<file path="src/rtl/pipe_pkg.sv">
// Shared pipeline definitions: occupancy encodings, the per-stage payload
// struct carried between stages, and the occupancy encoder used by pipe_stage_reg.
package pipe_pkg;

    localparam logic [1:0] OCC_EMPTY = 2'd0;
    localparam logic [1:0] OCC_ONE   = 2'd1;
    localparam logic [1:0] OCC_FULL  = 2'd2;

    typedef enum logic [2:0] {
        MEM_NONE,
        MEM_LB,
        MEM_LH,
        MEM_LW,
        MEM_SB,
        MEM_SH,
        MEM_SW
    } mem_op_e;

    typedef enum logic [3:0] {
        ALU_ADD,
        ALU_SUB,
        ALU_AND,
        ALU_OR,
        ALU_XOR,
        ALU_SLL,
        ALU_SRL,
        ALU_SRA,
        ALU_SLT,
        ALU_SLTU
    } alu_op_e;

    typedef enum logic [1:0] {
        WB_ALU,
        WB_MEM,
        WB_PC4,
        WB_CSR
    } wb_src_e;

    typedef enum logic [1:0] {
        CSR_NONE,
        CSR_RW,
        CSR_RS,
        CSR_RC
    } csr_op_e;

    // Stages instantiate pipe_stage_reg with DATA_W = $bits(stage_payload_t).
    typedef struct packed {
        logic [4:0]       rs1;
        logic [4:0]       rs2;
        logic [4:0]       rd;
        logic [31:0]      pc;
        logic [1:0][31:0] operands;
        mem_op_e          mem_op;
        alu_op_e          alu_op;
        wb_src_e          wb_src;
        csr_op_e          csr_op;
    } stage_payload_t;

    localparam int STAGE_PAYLOAD_W = $bits(stage_payload_t);

    // A skid entry only ever exists behind a valid main entry.
    function automatic logic [1:0] occ_encode(input logic main_v, input logic skid_v);
        if (main_v && skid_v) return OCC_FULL;
        if (main_v)           return OCC_ONE;
        return OCC_EMPTY;
    endfunction

endpackage

</file>
<file path="src/rtl/pipe_stage_reg.sv">
// Valid/ready pipeline register with stall and flush. SKID=1 builds a two-entry
// skid stage with a registered in_ready; SKID=0 a single entry with pass-through ready.
module pipe_stage_reg
    import pipe_pkg::*;
#(
    parameter int                DATA_W   = 64,
    parameter int                SKID     = 1,
    parameter logic [DATA_W-1:0] RST_DATA = '0
) (
    input  logic              clk,
    input  logic              nrst,
    input  logic              in_valid,
    input  logic [DATA_W-1:0] in_data,
    output logic              in_ready,
    output logic              out_valid,
    output logic [DATA_W-1:0] out_data,
    input  logic              out_ready,
    input  logic              stall,
    input  logic              flush,
    output logic [1:0]        occupancy
);

    logic              main_valid;
    logic [DATA_W-1:0] main_data;
    logic              accept;
    logic              pop;

    assign accept    = in_valid & in_ready;
    assign pop       = main_valid & out_ready & ~stall;
    assign out_valid = main_valid;
    assign out_data  = main_data;

    generate
        if (SKID != 0) begin : g_skid
            logic              skid_valid;
            logic [DATA_W-1:0] skid_data;

            // Ready depends only on the skid flop, breaking the out_ready/stall path.
            assign in_ready  = ~skid_valid;
            assign occupancy = occ_encode(main_valid, skid_valid);

            always_ff @(posedge clk) begin
                // NOTE: data regs are reset as well, so reset/flush leave no X in state
                // and out_data shows RST_DATA whenever the stage has been cleared.
                if (!nrst || flush) begin
                    main_valid <= 1'b0;
                    skid_valid <= 1'b0;
                    main_data  <= RST_DATA;
                    skid_data  <= RST_DATA;
                end else begin
                    case ({main_valid, skid_valid})
                        2'b00: begin
                            if (accept) begin
                                main_data  <= in_data;
                                main_valid <= 1'b1;
                            end
                        end
                        2'b10: begin
                            if (accept && pop) begin
                                main_data <= in_data;
                            end else if (accept) begin
                                skid_data  <= in_data;
                                skid_valid <= 1'b1;
                            end else if (pop) begin
                                main_valid <= 1'b0;
                            end
                        end
                        2'b11: begin
                            if (pop) begin
                                main_data  <= skid_data;
                                skid_valid <= 1'b0;
                            end
                        end
                        default: begin
                            main_valid <= 1'b0;
                            skid_valid <= 1'b0;
                        end
                    endcase
                end
            end
        end else begin : g_single
            assign in_ready  = ~main_valid | (out_ready & ~stall);
            assign occupancy = occ_encode(main_valid, 1'b0);

            always_ff @(posedge clk) begin
                if (!nrst || flush) begin
                    main_valid <= 1'b0;
                    main_data  <= RST_DATA;
                end else if (accept) begin
                    main_data  <= in_data;
                    main_valid <= 1'b1;
                end else if (pop) begin
                    main_valid <= 1'b0;
                end
            end
        end
    endgenerate

endmodule

</file>
<file path="config.mk">
export PLATFORM = sky130hd
export DESIGN_NAME = pipe_stage_reg
export DESIGN_NICKNAME = d
export VERILOG_FILES = /design/src/rtl/pipe_pkg.sv /design/src/rtl/pipe_stage_reg.sv
export SDC_FILE = /design/constraint.sdc
export NUM_CORES = 1
export LEC_CHECK = 0
export BUFFER_PORTS_ARGS = -buffer_cell sky130_fd_sc_hd__buf_2
export CAP_MARGIN = 30
export CORE_UTILIZATION = 50
export DETAILED_ROUTE_END_ITERATION = 10
export HOLD_SLACK_MARGIN = 0.05
export PLACE_DENSITY = 0.77
export SLEW_MARGIN = 20
export SYNTH_ARGS = -nofsm -noshare
export SYNTH_HDL_FRONTEND = slang
export SYNTH_SLANG_ARGS = --single-unit
</file>
<file path="constraint.sdc">
create_clock -name clk -period 1.3 [get_ports clk]
set_input_delay 0.195 -clock clk [delete_from_list [all_inputs] [get_ports clk]]
set_output_delay 0.195 -clock clk [all_outputs]
set_load 0.01 [all_outputs]
</file>
# Yosys cells after proc, flatten, opt, wreduce, memory -nomap -nowiden
# Cells that the tools add are included.
# W data, S select, Z words.
dict set report word_totals {
  ff_bits 130
  inputBits 70
  word_cells 49
}
dict set report op_classes {
  n_eq_ne 9
  muxes 18
  bitwise 8
  n_reduce_logical 10
}
# op n
set ops {}
lappend ops {{$mux W64} 3}
lappend ops {{$pmux W64 S3} 1}
lappend ops {{$ne A2 B2 Y1 const B} 7}
lappend ops {{$mux W1} 8}
lappend ops {{$mux W2} 4}
lappend ops {{$reduce_and A4 Y1} 2}
lappend ops {{$pmux W1 S3} 2}
lappend ops {{$not A1 Y1} 5}
lappend ops {{$reduce_and A5 Y1} 1}
lappend ops {{$eq A2 B2 Y1 const B} 2}
lappend ops {{$and A1 B1 Y1} 3}
lappend ops {{$reduce_and A3 Y1} 1}
lappend ops {{$reduce_bool A3 Y1} 1}
lappend ops {{$logic_and A1 B1 Y1} 2}
lappend ops {{$logic_not A2 Y1} 1}
lappend ops {{$logic_not A1 Y1} 1}
lappend ops {{$logic_or A1 B1 Y1} 1}

# Depth between registers and ports, before layout
dict set report logic_depth {
  depth_word 6
  ltp_mapped 7
  ltp_nobuf 3
}

# Least setup slack after synthesis
# OpenSTA, ideal clock, no wires.
dict set report synth_path {
  path_kind {register to register}
  startpoint {register main_valid (netlist: out_valid)}
  endpoint {register g_skid.skid_data[34]}
  setup_ns 0.132
  t_arrival_ns 1.359
  t_required_ns 1.168
  setup_slack_ns -0.191
  stages_incl_launch_ff 8
  synth_period_minus_slack_ns 1.491
  path_cell_list {dfxtp_1 buf_2 buf_4 inv_1 buf_2 buf_2 o31ai_1 a21oi_1}
}
dict set report synth_via {
  elab_chain_len 5
}
# item line_no
set synth_rtl {}
lappend synth_rtl {{start: declaration} pipe_stage_reg.sv:23} ;# logic main_valid;
lappend synth_rtl {{start signal: assignment} pipe_stage_reg.sv:46} ;# main_valid <= 1'b0;
lappend synth_rtl {{start signal: assignment} pipe_stage_reg.sv:55} ;# main_valid <= 1'b1;
lappend synth_rtl {{start signal: assignment} pipe_stage_reg.sv:65} ;# main_valid <= 1'b0;
lappend synth_rtl {{$and A1 B1 Y1 (2 in a row)} pipe_stage_reg.sv:29} ;# assign pop = main_valid & out_ready & ~stall;
lappend synth_rtl {{$logic_and A1 B1 Y1} pipe_stage_reg.sv:59} ;# if (accept && pop) begin
lappend synth_rtl {{$not A1 Y1 (no line)} n/a}
lappend synth_rtl {{$reduce_and A3 Y1 (no line) (*)} n/a}
lappend synth_rtl {{end signal: assignment} pipe_stage_reg.sv:62} ;# skid_data <= in_data;
lappend synth_rtl {{end: declaration} pipe_stage_reg.sv:36} ;# logic [DATA_W-1:0] skid_data;
# Mark *: on every way between the ends. The rest lies on a longest branch, timed or not.
# A chain may end at the register's enable or synchronous reset.

# Worst setup path after layout
dict set report layout_path {
  startpoint {register main_valid (netlist: out_valid)}
  endpoint {register main_data[33] (netlist: out_data[33])}
}
dict set report layout_via {
  elab_chain_len 5
}
# item line_no
set layout_rtl {}
lappend layout_rtl {{$and A1 B1 Y1 (2 in a row)} pipe_stage_reg.sv:29}
lappend layout_rtl {{$logic_and A1 B1 Y1} pipe_stage_reg.sv:59}
lappend layout_rtl {{$ne A2 B2 Y1 (no line)} n/a}
lappend layout_rtl {{$reduce_and A4 Y1 (no line)} n/a}
lappend layout_rtl {{end signal: assignment} pipe_stage_reg.sv:54} ;# main_data <= in_data;
lappend layout_rtl {{end signal: assignment} pipe_stage_reg.sv:60} ;# main_data <= in_data;
lappend layout_rtl {{end signal: assignment} pipe_stage_reg.sv:70} ;# main_data <= skid_data;
lappend layout_rtl {{end: declaration} pipe_stage_reg.sv:24} ;# logic [DATA_W-1:0] main_data;
# Parallel ways exist; a longest one is shown, timed or not.

==> run summary <==
Fin worst setup slack - -0.354 ns
Commonest non-fill, non-tap cell in the layout - buf_2
WS Path Type - reg2reg
Status - complete, but fails checks
Crit path time final - 1.65 ns
P&R area growth vs syn - 68.8%
Max FO, Critical Path - 14
DR WL/cell - 28.2 um
Share of layout cells above drive strength 1 - 47.2%
CP endpoint - out_data[33]
Core area - 12700 um2
Max_slew headroom - 63.5%
Final hold violations - 0
Worst Setup Start Kind - register
Total routed wirelength - 30.9 mm
Gr usage total - 29.2%
R2R setup slack - -0.35 ns
Placed cells - 1019
Num CTS Buffers - 17
Rows - 41
Placer Congestion - 0.806
DP Worst Slack - -0.290 ns
Clock Latency Late Sink - 0.45 ns
Yosys cell types - 21
Fillers - 555
Die width - 117 um
Critical Path AT - 2.00 ns
Fmax - 0.605 GHz
RSZ-0062 raised after global routing - true
CTS tree - built
Final cell count without fillers - 1098
Max Root-Sink Buffers - 2
Vias in the first global route - 6267
Slew @ Worst Pin - 0.542 ns
CP startpoint - out_valid
Min-delay worst type - in2reg
Synth warn - 0
Drt drc - 0
Clock skew - 0.0203 ns
Area contributors post-synth - dfxtp_1 (40%), a2111oi_0 (8.5%), a211oi_1 (7.3%), a21boi_0 (7.3%), o31ai_1 (7.3%)
Die height - 117 um
Power Dens Cells - 990 nW/um2
Vias per cell - 7.28
Critical path required time - 1.65 ns
HPWL Detailed - 11.8 mm
Sequential area share after synthesis - 39.6%
Largest net degree at the start of global routing - 57
R2r endpoint - out_data[33]
Cells after synthesis - 771
Syn nets - 841
Vias post-DR - 7998
Die area - 13600 um2
Register clock-pin slew on the reported worst setup and hold paths - 0.07 ns
Synth Area per Inst - 8.53 um2
DR pass1 iterations - 6
Clock Sink Count - 130
Detailed router's first-iteration violation count - 1386
Mapped Area - 6580 um2
Worst r2r path cells - 6
Post-DRT Antenna Nets - 0
#FFs+latches synth - 130
Failing checks - setup timing
Final number of setup-violating endpoints - 134
Top-area cell type share of the netlist area - 39.6%
Leakage - 0.00386 uW
First-pass GRT wire length - 30.9 mm
Biggest area consumer among synthesized cells - dfxtp_1
H-Tree Depth - 4
IO buf count - 137
VDD IR max - 0.930 mV
Initial antenna violation count - 1
Commonest cells after routing, fill and taps aside - buf_2 (134), dfxtp_1 (128), inv_1 (64), nand4_1 (64), and3_1 (61)
Fin. max-slew vios - 0
Total of max-cap violations - 0
R2r startpoint - out_valid
CTS root buffer - clkbuf_16
Starting density of the core - 51.7%
Worst setup EP type - register
Post-layout net count - 983
Tot Pwr - 11000 uW
Grt total ovfl - 0
Number of I/O pins - 138
Period Utilization, post-route - 127%
==> worst max-delay path, stage by stage (launching register included) <==
cell and delay (ns):
dfxtp_4 0.37, buf_12 0.15, buf_12 0.14, buf_16 0.14, a21boi_0 0.43, a2111oi_4 0.06
a211oi_1 0.26
==> stage by stage <==
| step | hold slack (ns) | TNS [ns] | utilization, % | cell area [um2] |
|---|---|---|---|---|
| after floorplan | 0.358 | -9.28 | - | 6700 |
| after global placement | 0.440 | -14.18 | 61.0 | 7750 |
| after detailed placement | 0.445 | -19.76 | 61.0 | 7750 |
| after CTS | 0.0501 | -13.57 | 69.3 | 8820 |
| after global routing | 0.0703 | -31.48 | 87.2 | 11100 |
| final | 0.0624 | -26.19 | 87.2 | 11100 |
==> state kept, by name, summed over array words and instances (netlist names) <==
signal / flops
g_skid.skid_valid: 1
out_valid: 1
out_data: 64
g_skid.skid_data: 64
==> cell families after synthesis <==
| kind of cell | count (synthesis) | share of synthesized area, % |
|---|---|---|
| buffers and inverters | 180 | 11.8 |
| AO/OA/AOI/OAI | 323 | 35.6 |
| flip-flops | 130 | 39.6 |
| multiplexers | 1 | 0.152 |
| AND/OR/NAND/NOR | 137 | 12.9 |
==> Yosys cell counts, drive strengths merged <==
cell	n
a21o	1
nand4	64
a2111oi	64
o31ai	64
mux2i	1
buf	38
a21oi	65
nor4	1
dfxtp	130
nor2b	2
inv	66
clkbuf	76
and3	64
o21ai	1
nor2	3
nand2b	3
a211oi	64
a21boi	64
==> layout make-up <==
cell class / count / area (um2) / area share [%]
antenna: 1 / 2.50 / 0.0225
sequential: 130 / 2610 / 23.5
clock inverter: 7 / 60.1 / 0.541
timing repair buffer: 236 / 2200 / 19.9
multi-input combinational: 462 / 5280 / 47.6
tap: 172 / 215 / 1.94
inverter: 66 / 255 / 2.30
clock buffer: 24 / 472 / 4.25
==> layer usage <==
layer  wire length [um]  track usage [%]  vias to the layer above  part of all wire [%]
met5                  0                0                        -                     0
met4               2240             16.3                        0                   7.2
met3               2770             5.76                      222                   8.9
met2              14700             48.3                      670                    48
met1              11200             35.6                     3846                    36
li1                   -                -                     3260                     -
==> power by group <==
part           leakage (uW)  switching, uW  internal [uW]
Sequential          0.00106           76.2           4090
Clock              0.000267           1830           2700
Combinational       0.00253           1370            914
Total               0.00386           3280           7700
==> worst min-delay path by stage <==
stage | end | slack [ns] | start | cells after the start
CTS | g_skid.skid_data[9] | 0.05 | in_data[9] | 3
finish | g_skid.skid_data[5] | 0.06 | in_data[5] | 3
global placement | out_data[57] | 0.44 | out_data[57] | 2
global route | g_skid.skid_data[41] | 0.07 | in_data[41] | 3
detailed placement | out_data[46] | 0.45 | out_data[46] | 2
floorplan | g_skid.skid_data[23] | 0.36 | in_data[23] | 2
==> repair_timing <==
action	in CTS	in global routing
setup buffers	6	11
gates resized for setup	70	262
gates cloned	2	19
endpoints found under the setup margin	132	132
endpoints found under the hold margin	12	0
pin swaps	6	123
hold buffers	12	0
(Power assumes the default switching activity.)
